<file path="config.mk">
export PLATFORM = sky130hd
export DESIGN_NAME = digit_serial_adder
export DESIGN_NICKNAME = d
export VERILOG_FILES = /design/src/rtl/digit_serial_adder_pkg.sv /design/src/rtl/digit_serial_adder_ripple_add_n.sv /design/src/rtl/digit_serial_adder.sv
export SDC_FILE = /design/constraint.sdc
export NUM_CORES = 1
export LEC_CHECK = 0
export BUFFER_PORTS_ARGS = -buffer_cell sky130_fd_sc_hd__buf_2
export CAP_MARGIN = 40
export CORE_MARGIN = 3
export CORE_UTILIZATION = 54
export DETAILED_ROUTE_END_ITERATION = 7
export PLACE_DENSITY = 0.79
export SETUP_SLACK_MARGIN = 0.5
export SLEW_MARGIN = 20
export SYNTH_ARGS = -nofsm -noshare
export SYNTH_HDL_FRONTEND = slang
export SYNTH_SLANG_ARGS = --single-unit
export TNS_END_PERCENT = 1
</file>
<file path="constraint.sdc">
create_clock -name clk -period 4.9 [get_ports clk]
set_clock_uncertainty 0.1 [all_clocks]
set_input_delay 0.98 -clock clk [delete_from_list [all_inputs] [get_ports clk]]
set_output_delay 0.98 -clock clk [all_outputs]
set_load 0.005 [all_outputs]
</file>
<file path="src/rtl/digit_serial_adder_pkg.sv">
// Shared types and elaboration helpers for the digit-serial adder.
// No logic and no latency; holds the FSM encoding, the result flags and parameter checks.
package digit_serial_adder_pkg;

  typedef enum logic [1:0] {
    IDLE = 2'd0,
    RUN  = 2'd1,
    DONE = 2'd2
  } state_t;

  typedef struct packed {
    logic cout;
    logic ovf;
    logic zero;
  } flags_t;

  function automatic bit chunk_ok(input int width, input int chunk);
    return (chunk >= 1) && (chunk <= width) && ((width % chunk) == 0);
  endfunction

  // A 1-chunk operand still needs a 1-bit index register.
  function automatic int idx_width(input int nchunk);
    return (nchunk > 1) ? $clog2(nchunk) : 1;
  endfunction

endpackage

</file>
<file path="src/rtl/digit_serial_adder_ripple_add_n.sv">
// N-bit combinational ripple-carry adder built from full-adder cells.
// Zero latency, no flow control; c_msb is the carry into bit N-1 for overflow detection.
module ripple_add_n #(
  parameter int N = 4
) (
  input  logic [N-1:0] a,
  input  logic [N-1:0] b,
  input  logic         cin,
  output logic [N-1:0] sum,
  output logic         cout,
  output logic         c_msb
);

  logic [N:0] c;

  assign c[0] = cin;

  for (genvar i = 0; i < N; i++) begin : g_fa
    assign sum[i]   = a[i] ^ b[i] ^ c[i];
    assign c[i + 1] = (a[i] & b[i]) | (c[i] & (a[i] ^ b[i]));
  end

  assign cout  = c[N];
  assign c_msb = c[N - 1];

endmodule

</file>
<file path="src/rtl/digit_serial_adder.sv">
// Handshaked WIDTH-bit add/subtract, CHUNK bits per cycle LSB first via a registered carry.
// Latency WIDTH/CHUNK cycles; result held in DONE until out_ready, operands taken only in IDLE.
module digit_serial_adder
  import digit_serial_adder_pkg::*;
#(
  parameter int WIDTH = 16,
  parameter int CHUNK = 4
) (
  input  logic             clk,
  input  logic             rst_n,
  input  logic             in_valid,
  output logic             in_ready,
  input  logic [WIDTH-1:0] a,
  input  logic [WIDTH-1:0] b,
  input  logic             sub,
  input  logic             cin,
  output logic             out_valid,
  input  logic             out_ready,
  output logic [WIDTH-1:0] sum,
  output logic             cout,
  output logic             ovf,
  output logic             zero
);

  localparam int NCHUNK = WIDTH / CHUNK;
  localparam int IW     = idx_width(NCHUNK);

  if (!chunk_ok(WIDTH, CHUNK)) begin : g_bad_chunk
    $fatal(1, "digit_serial_adder: WIDTH must be a positive multiple of CHUNK");
  end

  state_t           state, state_nxt;
  logic [WIDTH-1:0] a_q, b_q, sum_q, sum_nxt;
  logic             carry_q;
  logic [IW-1:0]    idx_q;
  flags_t           flags_q;
  logic [CHUNK-1:0] a_chunk, b_chunk, s_chunk;
  logic             c_out, c_msb, last;

  assign last = (idx_q == IW'(NCHUNK - 1));

  always_ff @(posedge clk or negedge rst_n) begin
    if (!rst_n) state <= IDLE;
    else        state <= state_nxt;
  end

  always_comb begin
    state_nxt = state;
    case (state)
      IDLE:    if (in_valid)  state_nxt = RUN;
      RUN:     if (last)      state_nxt = DONE;
      DONE:    if (out_ready) state_nxt = IDLE;
      default: state_nxt = IDLE;
    endcase
  end

  assign in_ready  = (state == IDLE);
  assign out_valid = (state == DONE);

  // Constant-index mux keeps every part-select in range for any NCHUNK.
  always_comb begin
    a_chunk = '0;
    b_chunk = '0;
    for (int i = 0; i < NCHUNK; i++) begin
      if (idx_q == IW'(i)) begin
        a_chunk = a_q[i*CHUNK +: CHUNK];
        b_chunk = b_q[i*CHUNK +: CHUNK];
      end
    end
  end

  ripple_add_n #(.N(CHUNK)) u_chunk_add (
    .a     (a_chunk),
    .b     (b_chunk),
    .cin   (carry_q),
    .sum   (s_chunk),
    .cout  (c_out),
    .c_msb (c_msb)
  );

  always_comb begin
    sum_nxt = sum_q;
    for (int i = 0; i < NCHUNK; i++) begin
      if (idx_q == IW'(i)) sum_nxt[i*CHUNK +: CHUNK] = s_chunk;
    end
  end

  // Subtraction is A + ~B + ~borrow, so invert once at capture.
  always_ff @(posedge clk or negedge rst_n) begin
    if (!rst_n) begin
      a_q     <= '0;
      b_q     <= '0;
      sum_q   <= '0;
      carry_q <= 1'b0;
      idx_q   <= '0;
      flags_q <= '0;
    end else begin
      case (state)
        IDLE: begin
          if (in_valid) begin
            a_q     <= a;
            b_q     <= sub ? ~b : b;
            carry_q <= sub ? ~cin : cin;
            idx_q   <= '0;
          end
        end
        RUN: begin
          sum_q   <= sum_nxt;
          carry_q <= c_out;
          idx_q   <= idx_q + 1'b1;
          if (last) begin
            flags_q.cout <= c_out;
            flags_q.ovf  <= c_out ^ c_msb;
            flags_q.zero <= (sum_nxt == '0);
          end
        end
        default: ;
      endcase
    end
  end

  assign sum  = sum_q;
  assign cout = flags_q.cout;
  assign ovf  = flags_q.ovf;
  assign zero = flags_q.zero;

endmodule

</file>
# ---- Word-level counts from Yosys, hierarchy flattened
# Index checks and enable logic that the tools add are counted.
# Widths: inputs -> output; s select.
dict set report op_classes {
  bitwise_logic 23
  n_reduce_logical 8
  addsub 1
  n_mux 22
  eq_ne 8
}
# cell count
set op_table {}
lappend op_table {{$mux 4} 12}
lappend op_table {{$logic_not 16->1} 1}
lappend op_table {{$mux 16} 1}
lappend op_table {{$not 16->16} 1}
lappend op_table {{$xor 1x1->1} 9}
lappend op_table {{$and 1x1->1} 8}
lappend op_table {{$mux 2} 4}
lappend op_table {{$eq 2x2->1 const B} 3}
lappend op_table {{$pmux 2 s3} 1}
lappend op_table {{$reduce_and 2->1} 3}
lappend op_table {{$eq 2x1->1 const B} 2}
lappend op_table {{$logic_not 2->1} 2}
lappend op_table {{$ne 2x2->1 const B} 2}
lappend op_table {{$or 1x1->1} 4}
lappend op_table {{$pmux 2 s2} 1}
lappend op_table {{$reduce_and 3->1} 1}
lappend op_table {{$add 2x1->2 const B} 1}
lappend op_table {{$mux 1} 2}
lappend op_table {{$ne 2x1->1 const B} 1}
lappend op_table {{$pmux 1 s2} 1}
lappend op_table {{$reduce_bool 2->1} 1}
lappend op_table {{$not 1->1} 1}
dict set report totals {
  register_bits 56
  elab_cells 71
  out_inout_bits 21
  inputBits 38
}

# ---- Depth between registers and ports, before layout
# Gate-level depths: netlist of run 1.
dict set report depth {
  depth_word 15
  mapped_depth 15
  ltp_nobuf 14
}

# ---- Modules after synthesis
# Synthesis of run 1 repeated with hierarchy kept, for this count alone.
dict set report unflattened {
  hier_cells 245
  hier_area_um2 2815.2
}
# module cells_per_inst area_each_um2 instances
set modules_own_cells {}
lappend modules_own_cells {digit_serial_adder 233 2705.1 1}
lappend modules_own_cells {ripple_add_n 12 110.1 1}

# ---- Least setup slack after synthesis of run 1
# No wires, ideal clock.
dict set report synth_path {
  path_type {reg-to-reg}
  start {register idx_q[0]}
  end {register, netlist name zero}
  required_time_ns 4.705
  path_stages_with_launch 16
  setup_slack_ns 1.303
  arrival_time_ns 3.402
  n_path_buf 2
  cell_sequence {dfrtp_1 inv_1 ha_1 clkbuf_1 clkbuf_1 nor2b_1 o31ai_1 fa_1 inv_1 fa_1 inv_1 fa_1 fa_1 nor4b_1 o21ai_0 o31ai_1}
}
dict set report synth_between {
  elab_chain_len 15
}
# item line
set synth_rtl {}
lappend synth_rtl {{start, declared} digit_serial_adder.sv:35} ;# logic [IW-1:0] idx_q;
lappend synth_rtl {{start signal, assigned} digit_serial_adder.sv:110} ;# idx_q <= idx_q + 1'b1;
lappend synth_rtl {{$logic_not 2->1} {digit_serial_adder.sv:65, digit_serial_adder.sv:84}}
lappend synth_rtl {{$mux 4 (4 in series)} digit_serial_adder.sv:65} ;# if (idx_q == IW'(i)) begin
lappend synth_rtl {{$xor 1x1->1} {digit_serial_adder_ripple_add_n.sv:19, digit_serial_adder_ripple_add_n.sv:20}}
lappend synth_rtl {{$and 1x1->1} digit_serial_adder_ripple_add_n.sv:20} ;# assign c[i + 1] = (a[i] & b[i]) | (c[i] & (a[i] ^ b[i]));
lappend synth_rtl {{$or 1x1->1} digit_serial_adder_ripple_add_n.sv:20}
lappend synth_rtl {{$and 1x1->1} digit_serial_adder_ripple_add_n.sv:20}
lappend synth_rtl {{$or 1x1->1} digit_serial_adder_ripple_add_n.sv:20}
lappend synth_rtl {{$and 1x1->1} digit_serial_adder_ripple_add_n.sv:20}
lappend synth_rtl {{$or 1x1->1} digit_serial_adder_ripple_add_n.sv:20}
lappend synth_rtl {{$xor 1x1->1} digit_serial_adder_ripple_add_n.sv:19} ;# assign sum[i] = a[i] ^ b[i] ^ c[i];
lappend synth_rtl {{$mux 4} digit_serial_adder.sv:84} ;# if (idx_q == IW'(i)) sum_nxt[i*CHUNK +: CHUNK] = s_chunk;
lappend synth_rtl {{$logic_not 16->1} digit_serial_adder.sv:114} ;# flags_q.zero <= (sum_nxt == '0);
# Several ways; a longest one is shown, not always the timed one.
# A chain may end at the register's enable or synchronous reset.

# ---- Final worst setup path of run 1
dict set report layout_path {
  start {register idx_q[1]}
  end {register, netlist name zero}
}
dict set report layout_between {
  elab_chain_len 15
}
# item line
set layout_rtl {}
lappend layout_rtl {{$logic_not 2->1} {digit_serial_adder.sv:65, digit_serial_adder.sv:84}}
lappend layout_rtl {{$mux 4 (4 in series)} digit_serial_adder.sv:65}
lappend layout_rtl {{$xor 1x1->1} {digit_serial_adder_ripple_add_n.sv:19, digit_serial_adder_ripple_add_n.sv:20}}
lappend layout_rtl {{$and 1x1->1} digit_serial_adder_ripple_add_n.sv:20}
lappend layout_rtl {{$or 1x1->1} digit_serial_adder_ripple_add_n.sv:20}
lappend layout_rtl {{$and 1x1->1} digit_serial_adder_ripple_add_n.sv:20}
lappend layout_rtl {{$or 1x1->1} digit_serial_adder_ripple_add_n.sv:20}
lappend layout_rtl {{$and 1x1->1} digit_serial_adder_ripple_add_n.sv:20}
lappend layout_rtl {{$or 1x1->1} digit_serial_adder_ripple_add_n.sv:20}
lappend layout_rtl {{$xor 1x1->1} digit_serial_adder_ripple_add_n.sv:19}
lappend layout_rtl {{$mux 4} digit_serial_adder.sv:84}
lappend layout_rtl {{$logic_not 16->1} digit_serial_adder.sv:114}
# Several ways; a longest one is shown, not always the timed one.

==> impl_metrics.tcl, run 1 <==
set metrics [dict create \
    fp-row-count 25 \
    cts_made_buffers 5 \
    worstPathArrival_ns 4.11 \
    dpl-instance-area_mm2 0.00309 \
    crit_path_max_fanout 16 \
    nets 368 \
    via_count_of_the_first_global_routing_pass 1919 \
    cts_resized 0 \
    routabilityCongestion 0.800 \
    final_min_period_over_clock_period_pct 81.6 \
    synth-edff-count 0 \
    clk_root_buffer_cell "clkbuf_8" \
    via_per_inst 5.17 \
    cts_setup_buffers 0 \
    rsz_0062_raised_after_global_routing "false" \
    pin_count 59 \
    layout-drive-gt1-share_pct 30.1 \
    layout-area-overhead-vs-synth_pct 11.8 \
    worstPathBufferInverterCount 3 \
    wire_per_inst_um 13.9 \
    critical_path.reg2reg.startpoint "idx_q[1]$_DFFE_PN0P_" \
    initial_core_utilization_pct 57.8 \
    critical_path_required_ns 5.01 \
    timing.critical_path.max_delay_family "adder cells" \
    coreArea_mm2 0.00491 \
    grt_start_max_net_pins 57 \
    critPathKind "flip-flop to flip-flop" \
    critPathSlowestCell "fa_1" \
    regToRegEndpoint "zero$_DFFE_PN0P_" \
    outcome "completed" \
    netlist-cell-type-count 30 \
    post_synth.cell_area_avg_um2 10.4 \
    endpoint_kind "flip-flop" \
    first_iter_violations 123 \
    worstRegToRegCells 14 \
    leakage_uw 0.00154 \
    worst_slew_margin_rel_pct 53.9 \
    synth-warning-count 0 \
    worst_hold_startpoint "b_q[1]$_DFFE_PN0P_" \
    drt.antenna.violating_nets 0 \
    min_period_ns 4.00 \
    setup_tns_ns 0 \
    start_kind "flip-flop" \
    placement.io_buffers 58 \
    gr-total-overflow 0 \
    fmaxAchievable_mhz 250 \
    worstHoldPathType "flip-flop to flip-flop" \
    remaining_drc_errors 0 \
    detailedRoute.firstPassIterationCount 4 \
    grt_usage_pct 18.7 \
    dpl.hpwl_um 3920 \
    max-vdd-ir-drop_uv 297 \
    ctsLongestPathBuffers 2 \
    postSynthRegisterBits 56 \
    r2r_setup_slack_ns 0.90 \
    drv.max_cap_violation_count 0 \
    p_per_area_mw_per_mm2 697 \
    timing.critical_path.cells "inv_1 -> ha_1 -> nor2b_1 -> a221oi_1 -> o31ai_1 -> fa_1 -> inv_1 -> fa_1 -> inv_1 -> fa_1 -> fa_1 -> nor4b_1 -> o21ai_0 -> o31ai_1" \
    number_of_antenna_violations_at_the_first_check_in_global_routing 0 \
    report.final.setup_viol 0 \
    cts_max_level 2 \
    mappedNetlistArea_mm2 0.00284 \
    tritoncts "yes" \
    floorplan.die_area_mm2 0.00616 \
    clock_sinks 56 \
    die_x_um 78.5 \
    die_height_um 78.5 \
    route.vias.total 2013 \
    synth_nets 319 \
    synth_sequential_area_ratio_pct 49.4 \
    worst_setup_hold_path_clk_slew_ns 0.09 \
    antenna_cells 0 \
    cp_slowest_stage_delay_ns 0.52 \
    ctsHoldBuffers 0 \
    final_cell_area_mm2 0.00317 \
    tightest_slew_ns 0.691 \
    routed_wirelength_um 5390 \
    critPathMostFrequentCell "fa_1" \
    maxSlewViolCount 0 \
    worstHoldEndpoint "b_q[1]$_DFFE_PN0P_" \
    insertion_delay_ns 0.30 \
    post_synth_arst_share_pct 100 \
    synthFlopType "dfrtp_1" \
    hold_viol 0 \
    synthCells 273 \
    hold-path-cell-count 2 \
    grt_first_pass_wirelength_um 9150 \
]
==> stage by stage <==
step                cells  hold slack (ns)  worst slack [ns]  power [uW]  util [%]
floorplan             273            0.337              1.30        1690         -
global placement      381            0.357              1.09        1940      62.8
detailed placement    382            0.360             0.906        2000      63.0
CTS                   389            0.379             0.869        2240      64.6
global route          389            0.403             0.503        2430      64.6
finish                389            0.378             0.899        2210      64.6
==> cell families (layout without fill, tap and decap cells) <==
| family | count (synthesis) | after routing | synth area share (%) |
|---|---|---|---|
| DFF | 56 | 56 | 49.4 |
| AOI/OAI and AO/OA | 45 | 45 | 12.2 |
| and+or+nand+nor | 110 | 110 | 17.6 |
| buffers and inverters | 23 | 72 | 5.43 |
| muxes | 13 | 13 | 5.16 |
| adders and majority gates | 8 | 8 | 4.59 |
| xor gates and xnor gates | 18 | 18 | 5.56 |
==> cell usage in the layout, fill, tap and decap left out, drive strengths merged, types with 5 or more instances in the layout <==
cell    synthesis  layout
nand2          80      80
clkbuf          4       6
o21ai          25      25
o31ai           8       8
inv             5       5
xnor2          17      17
dfrtp          56      56
nor2b          15      15
mux2           13      13
a221oi          8       8
buf            14      60
==> cell type report <==
class	count	area, um^2
clock inverter	1	5.00
multi-input combinational	194	1280
inverter	5	18.8
clock buffer	6	72.6
tap	67	83.8
fill	443	1740
sequential	56	1400
timing repair buffer	60	305
==> state kept, by name, indices dropped and copies added (netlist names) <==
signal / flops
carry_q: 1
state: 2
ovf: 1
b_q: 16
a_q: 16
sum: 16
idx_q: 2
cout: 1
zero: 1
==> routing by layer <==
metal  global-route usage [%]  part of all wire (%)
met1                     25.1                    46
met2                     30.5                    48
met3                     4.59                   5.0
met4                     5.07                   1.2
met5                        0                     0
==> cells in the mapped netlist, drive strengths merged (5+ instances only) <==
master  count  area, um^2
xnor2      17         149
o21ai      25         185
inv         5        18.8
dfrtp      56        1400
nor2b      15        93.8
mux2       13         146
buf        14         120
a221oi      8        70.1
o31ai       8        60.1
nand2      80         300
==> power by group <==
| group | total (uW) | switching [uW] | internal [uW] |
|---|---|---|---|
| clock network | 235 | 137 | 97.6 |
| registers | 841 | 154 | 686 |
| logic | 1130 | 619 | 514 |
| total | 2210 | 911 | 1300 |
==> worst max path at each step <==
| stage | depth (start not counted) | to | from |
|---|---|---|---|
| after floorplan | 15 | zero$_DFFE_PN0P_ | idx_q[0]$_DFFE_PN0P_ |
| after global placement | 14 | zero$_DFFE_PN0P_ | idx_q[1]$_DFFE_PN0P_ |
| after detailed placement | 14 | zero$_DFFE_PN0P_ | idx_q[1]$_DFFE_PN0P_ |
| after CTS | 14 | zero$_DFFE_PN0P_ | idx_q[1]$_DFFE_PN0P_ |
| after global routing | 14 | zero$_DFFE_PN0P_ | idx_q[1]$_DFFE_PN0P_ |
| final | 14 | zero$_DFFE_PN0P_ | idx_q[1]$_DFFE_PN0P_ |
==> worst min-delay path, stage by stage (launching register included) <==
cell and delay [ns]:
dfrtp_1 0.34, nand2_1 0.06, o21ai_2 0.05
No activity file was read; power rests on OpenSTA's default activity.
==> run 2, diff against run 1 <==
--- a/config.mk
+++ b/config.mk
@@ -8,9 +8,9 @@
 export BUFFER_PORTS_ARGS = -buffer_cell sky130_fd_sc_hd__buf_2
 export CAP_MARGIN = 40
 export CORE_MARGIN = 3
-export CORE_UTILIZATION = 54
+export CORE_UTILIZATION = 49
 export DETAILED_ROUTE_END_ITERATION = 7
-export PLACE_DENSITY = 0.79
+export PLACE_DENSITY = 0.76
 export SETUP_SLACK_MARGIN = 0.5
 export SLEW_MARGIN = 20
 export SYNTH_ARGS = -nofsm -noshare
==> constraint.sdc (replaced) <==
create_clock -name clk -period 3.6 [get_ports clk]
set_clock_uncertainty 0.1 [all_clocks]
set_input_delay 0.72 -clock clk [delete_from_list [all_inputs] [get_ports clk]]
set_output_delay 0.72 -clock clk [all_outputs]
set_load 0.005 [all_outputs]
==> impl_metrics.tcl, run 2 (synthesis gave the netlist of run 1 again) <==
set metrics [dict create \
    fmaxAchievable_mhz 305 \
    insertion_delay_ns 0.30 \
    antenna_cells 0 \
    grt_first_pass_wirelength_um 9540 \
    drv.max_cap_violation_count 0 \
    crit_end "zero$_DFFE_PN0P_" \
    maxSlewViolCount 0 \
    start_kind "flip-flop" \
    drt.antenna.violating_nets 0 \
    clk_root_buffer_cell "clkbuf_8" \
    nets 376 \
    wire_per_inst_um 14.2 \
    die_x_um 82.1 \
    detailedRoute.firstPassIterationCount 4 \
    grt_usage_pct 18.9 \
    coreArea_mm2 0.00554 \
    detailedPlace.worstSlack_ns -0.0135 \
    dpl.hpwl_um 4340 \
    via_count_of_the_first_global_routing_pass 1951 \
    outcome "completed" \
    clock_sinks 56 \
    layout-drive-gt1-share_pct 35.3 \
    tritoncts "yes" \
    met2WireLength_um 2740 \
    ctsHoldBuffers 0 \
    route.vias.total 2057 \
    gr-total-overflow 0 \
    layout_commonest_cell "nand2_1" \
    crit_path_max_fanout 9 \
    cts_made_buffers 5 \
    endpoint_kind "flip-flop" \
    ctsLongestPathBuffers 2 \
    hold_viol 0 \
    floorplan.die_area_mm2 0.00674 \
    rsz_0062_raised_after_global_routing "true" \
    initial_core_utilization_pct 51.2 \
    worstHoldPathType "input port to asynchronous set/reset pin" \
    report.final.setup_viol 0 \
    met3_length_um 300 \
    final_min_period_over_clock_period_pct 91.0 \
    layout-area-overhead-vs-synth_pct 17.5 \
    routed_wirelength_um 5710 \
    timing.critical_path.from "idx_q[0]$_DFFE_PN0P_" \
    worst_setup_hold_path_clk_slew_ns 0.09 \
    filler_cell_count 485 \
    grt_start_max_net_pins 33 \
    die_height_um 82.1 \
    setup_tns_ns 0 \
    post-route-worst-setup-slack_ns 0.325 \
    via_per_inst 5.10 \
    routabilityCongestion 0.830 \
    wl_met1_um 2570 \
    worstPathArrival_ns 3.39 \
    number_of_antenna_violations_at_the_first_check_in_global_routing 0 \
    p_per_area_mw_per_mm2 993 \
    fp-row-count 27 \
    pin_count 59 \
    r2r_setup_slack_ns 0.33 \
    final_cell_mix "nand2_1, buf_2, dfrtp_1" \
    max-vdd-ir-drop_uv 455 \
    leakage_uw 0.00159 \
    placement.io_buffers 58 \
    power.total_uw 3310 \
    worst_slew_margin_rel_pct 56.0 \
    remaining_drc_errors 0 \
    top_layer_used "met4" \
    critPathKind "flip-flop to flip-flop" \
    cts_max_level 2 \
    first_iter_violations 119 \
    regToRegEndpoint "zero$_DFFE_PN0P_" \
    tightest_slew_ns 0.659 \
    min_period_ns 3.27 \
    critical_path_required_ns 3.71 \
    critical_path.reg2reg.startpoint "idx_q[0]$_DFFE_PN0P_" \
    worstRegToRegCells 13 \
]
==> run 2: cell type report <==
class	instances	area, um^2	share of cell area (%)
inverter	5	18.8	0.563
sequential	56	1400	42.1
clock buffer	8	90.1	2.70
timing repair buffer	68	378	11.3
multi-input combinational	194	1350	40.6
tap	72	90.1	2.70
==> run 2: timing repair <==
| item | CTS | global route |
|---|---|---|
| pin swaps | 7 | 0 |
| resized for setup | 12 | 0 |
| endpoints found under the setup margin | 8 | 8 |
| buffers inserted | 1 | 0 |
| hold endpoints to repair | 0 | 0 |
==> run 2: layer usage <==
| metal | global-route usage (%) | up-vias |
|---|---|---|
| li1 | - | 1022 |
| met2 | 30.5 | 62 |
| met1 | 25.9 | 964 |
| met4 | 5.81 | 0 |
| met5 | 0 | - |
| met3 | 3.51 | 9 |
==> run 2: through the flow <==
stage	cell area [um^2]	hold WS [ns]	utilization, %	cells
finish	3330	0.338	60.1	403
global route	3330	0.395	60.1	403
floorplan	2860	0.324	-	273
global placement	3150	0.359	56.9	393
detailed placement	3150	0.365	56.9	393
CTS	3310	0.356	59.8	402
==> run 2: where the power goes <==
group          switching [uW]  total (uW)  internal (uW)
Clock                     187         344            157
Combinational             951        1810            863
Sequential                215        1150            936
==> run 2: critical path, cell delays in order (launching register included) <==
cell and delay (ns):
dfrtp_2 0.45, inv_1 0.17, ha_4 0.22, nor2b_1 0.19, o31ai_2 0.10, fa_2 0.36
inv_1 0.07, fa_1 0.15, inv_1 0.05, fa_2 0.35, fa_1 0.49, nor4b_2 0.22
o21ai_1 0.09, o31ai_1 0.19
==> run 2: how the worst min path moves through the flow <==
stage	to	slack (ns)	cells after the start
3_3_place_gp	a_q[12]$_DFFE_PN0P_	0.36	2
4_1_cts	sum[5]$_DFFE_PN0P_	0.36	1
6_report	sum[7]$_DFFE_PN0P_	0.34	1
3_5_place_dp	sum[13]$_DFFE_PN0P_	0.37	2
2_1_floorplan	a_q[0]$_DFFE_PN0P_	0.32	0
5_1_grt	sum[5]$_DFFE_PN0P_	0.40	1
==> run 3, diff against run 2 <==
--- a/config.mk
+++ b/config.mk
@@ -5,12 +5,13 @@
 export SDC_FILE = /design/constraint.sdc
 export NUM_CORES = 1
 export LEC_CHECK = 0
+export ABC_AREA = 1
 export BUFFER_PORTS_ARGS = -buffer_cell sky130_fd_sc_hd__buf_2
-export CAP_MARGIN = 40
+export CORE_ASPECT_RATIO = 1.1
 export CORE_MARGIN = 3
 export CORE_UTILIZATION = 49
 export DETAILED_ROUTE_END_ITERATION = 7
-export PLACE_DENSITY = 0.76
+export PLACE_DENSITY = 0.75
 export SETUP_SLACK_MARGIN = 0.5
 export SLEW_MARGIN = 20
 export SYNTH_ARGS = -nofsm -noshare
==> impl_metrics.tcl, run 3 <==
set metrics [dict create \
    clock_sinks 56 \
    fmaxAchievable_mhz 296 \
    layout_commonest_cell "nand2_1" \
    worstPathArrival_ns 3.50 \
    final_min_period_over_clock_period_pct 93.9 \
    worstRegToRegCells 18 \
    gr-total-overflow 0 \
    antenna_cells 0 \
    nets 472 \
    synthCells 358 \
    critical_path_required_ns 3.71 \
    leakage_uw 0.00177 \
    grt_first_pass_wirelength_um 11600 \
    routabilityCongestion 0.863 \
    worst_setup_hold_path_clk_slew_ns 0.10 \
    synth-warning-count 0 \
    setup_tns_ns 0 \
    rsz_0062_raised_after_global_routing "true" \
    synthFlopType "dfrtp_1" \
    synth_sequential_area_ratio_pct 48.6 \
    post_synth_main_area_contributors "dfrtp_1, nand2_1, xnor2_1" \
    first_iter_violations 169 \
    layout-drive-gt1-share_pct 27.6 \
    maxSlewViolCount 0 \
    postSynthRegisterBits 56 \
    remaining_drc_errors 0 \
    start_kind "flip-flop" \
    synth_nets 404 \
    worst_slew_margin_rel_pct 63.2 \
    critPathKind "flip-flop to flip-flop" \
    holdWs_ns 0.272 \
    initial_core_utilization_pct 52.1 \
    netlist-cell-type-count 22 \
    cts_made_buffers 5 \
    cts_max_level 2 \
    endpoint_kind "flip-flop" \
    clk_root_buffer_cell "clkbuf_8" \
    grt_usage_pct 21.6 \
    worstHoldPathType "input port to asynchronous set/reset pin" \
    synth_largest_type_area_fraction_pct 48.6 \
    ctsHoldBuffers 0 \
    detailedRoute.firstPassIterationCount 4 \
    tritoncts "yes" \
    dpl.hpwl_um 4830 \
    outcome "completed" \
    route.vias.total 2565 \
    mappedNetlistArea_mm2 0.00289 \
    max-vdd-ir-drop_uv 570 \
    die_height_um 86.5 \
    hold_viol 0 \
    final_cell_mix "nand2_1, buf_2, dfrtp_1" \
    synth-edff-count 0 \
    report.final.setup_viol 0 \
    via_per_inst 5.11 \
    number_of_antenna_violations_at_the_first_check_in_global_routing 0 \
    p_per_area_mw_per_mm2 1100 \
    post_synth_arst_share_pct 100 \
    floorplan.die_area_mm2 0.00685 \
    drt.antenna.violating_nets 0 \
    die_x_um 79.2 \
    coreArea_mm2 0.00554 \
    yosys.cell_count.top_type "nand2_1" \
    tightest_slew_ns 0.551 \
    fp-row-count 28 \
    drv.max_cap_violation_count 0 \
    wire_per_inst_um 13.8 \
    post_synth.cell_area_avg_um2 8.06 \
    netlist.top_cell.by_area "dfrtp_1" \
    synth_commonest_cells "nand2_1, dfrtp_1, nor2_1, xnor2_1, o21ai_1" \
    grt_start_max_net_pins 46 \
    min_period_ns 3.38 \
    insertion_delay_ns 0.32 \
    via_count_of_the_first_global_routing_pass 2533 \
    ctsLongestPathBuffers 2 \
    layout-area-overhead-vs-synth_pct 22.0 \
    routed_wirelength_um 6940 \
    pin_count 59 \
    placement.io_buffers 58 \
    crit_path_max_fanout 8 \
]
run 3: changes by cell type after synthesis, moves of 7 or more:
cell / before / now
o21ai_2: 16 / 0
inv_1: 5 / 13
a31oi_1: 0 / 11
nor2_1: 1 / 30
nor2b_1: 15 / 0
o21ai_1: 0 / 17
o21ai_0: 9 / 16
o31ai_1: 8 / 1
nand3_1: 2 / 10
a21oi_1: 0 / 12
a221oi_1: 8 / 0
mux2_2: 13 / 0
nand2_1: 80 / 141
run 3: kinds of logic (layout without fill, tap and decap cells):
group / Yosys count / count (layout) / share of synthesized area, %
simple gates: 184 / 184 / 24.8
compound gates: 58 / 58 / 10.7
flops: 56 / 56 / 48.6
buf+inv: 34 / 103 / 5.94
xor+xnor: 18 / 18 / 5.46
fa+ha+maj: 8 / 8 / 4.51
run 3: timing repair:
item / CTS / global route
resized for setup: 15 / 13
pin swaps: 13 / 12
cloned: 0 / 0
hold endpoints to repair: 0 / 0
setup buffers: 15 / 2
endpoints found under the setup margin: 9 / 8
run 3: final cells by class:
| cell class | count | area [um^2] |
|---|---|---|
| repair buffers | 79 | 445 |
| well taps | 75 | 93.8 |
| multi-input cells | 268 | 1410 |
| clock buffers | 8 | 90.1 |
| inverters | 16 | 73.8 |
| fillers | 503 | 2020 |
| flip-flops and latches | 56 | 1400 |
run 3: critical path, cell delays in order, from the launching register on:
cell	delay (ns)
dfrtp_1	0.41
buf_4	0.14
ha_4	0.19
clkinvlp_4	0.15
nor2_1	0.14
a21oi_2	0.06
fa_2	0.36
inv_2	0.07
fa_2	0.19
inv_2	0.04
fa_2	0.38
fa_2	0.61
nand2_1	0.09
nand2_1	0.09
nor2_1	0.04
nand2_1	0.06
nor2_1	0.05
nand2_1	0.06
nand2_1	0.04
run 3: routing by layer:
| layer | up-vias | GRT usage [%] | wire (um) | share of wire, % |
|---|---|---|---|---|
| li1 | 1270 | - | - | - |
| met1 | 1192 | 27.1 | 2900 | 42 |
| met2 | 87 | 37.5 | 3470 | 50 |
| met3 | 16 | 3.95 | 404 | 5.8 |
| met4 | 0 | 7.34 | 160 | 2.3 |
| met5 | - | 0 | 0 | 0 |
run 3: worst paths after layout:
check,start,end,slack (ns)
worst min-delay path,rst_n,state[0]$_DFFE_PN0P_,0.27
max in group asynchronous,rst_n,idx_q[1]$_DFFE_PN0P_,2.29
min in group clk,cout$_DFFE_PN0P_,cout$_DFFE_PN0P_,0.38
worst max-delay path,idx_q[0]$_DFFE_PN0P_,zero$_DFFE_PN0P_,0.22
worst max register to register,idx_q[0]$_DFFE_PN0P_,zero$_DFFE_PN0P_,0.22
worst min register to register,cout$_DFFE_PN0P_,cout$_DFFE_PN0P_,0.38
run 3: per-stage QoR:
stage               std cells  total power (uW)  util, %  area (um^2)  worst slack (ns)
finish                    502              3850     63.6         3520             0.219
global route              502              4220     63.6         3520             0.143
CTS                       500              3710     62.7         3470             0.339
detailed placement        477              3140     58.1         3220            0.0323
global placement          477              3060     58.1         3220             0.232
floorplan                 358              2610        -         2930             0.399
run 3: power by group:
group / internal (uW) / total, uW / switching (uW)
registers: 934 / 1160 / 226
logic: 978 / 2340 / 1360
clock network: 158 / 360 / 202
total: 2070 / 3850 / 1790
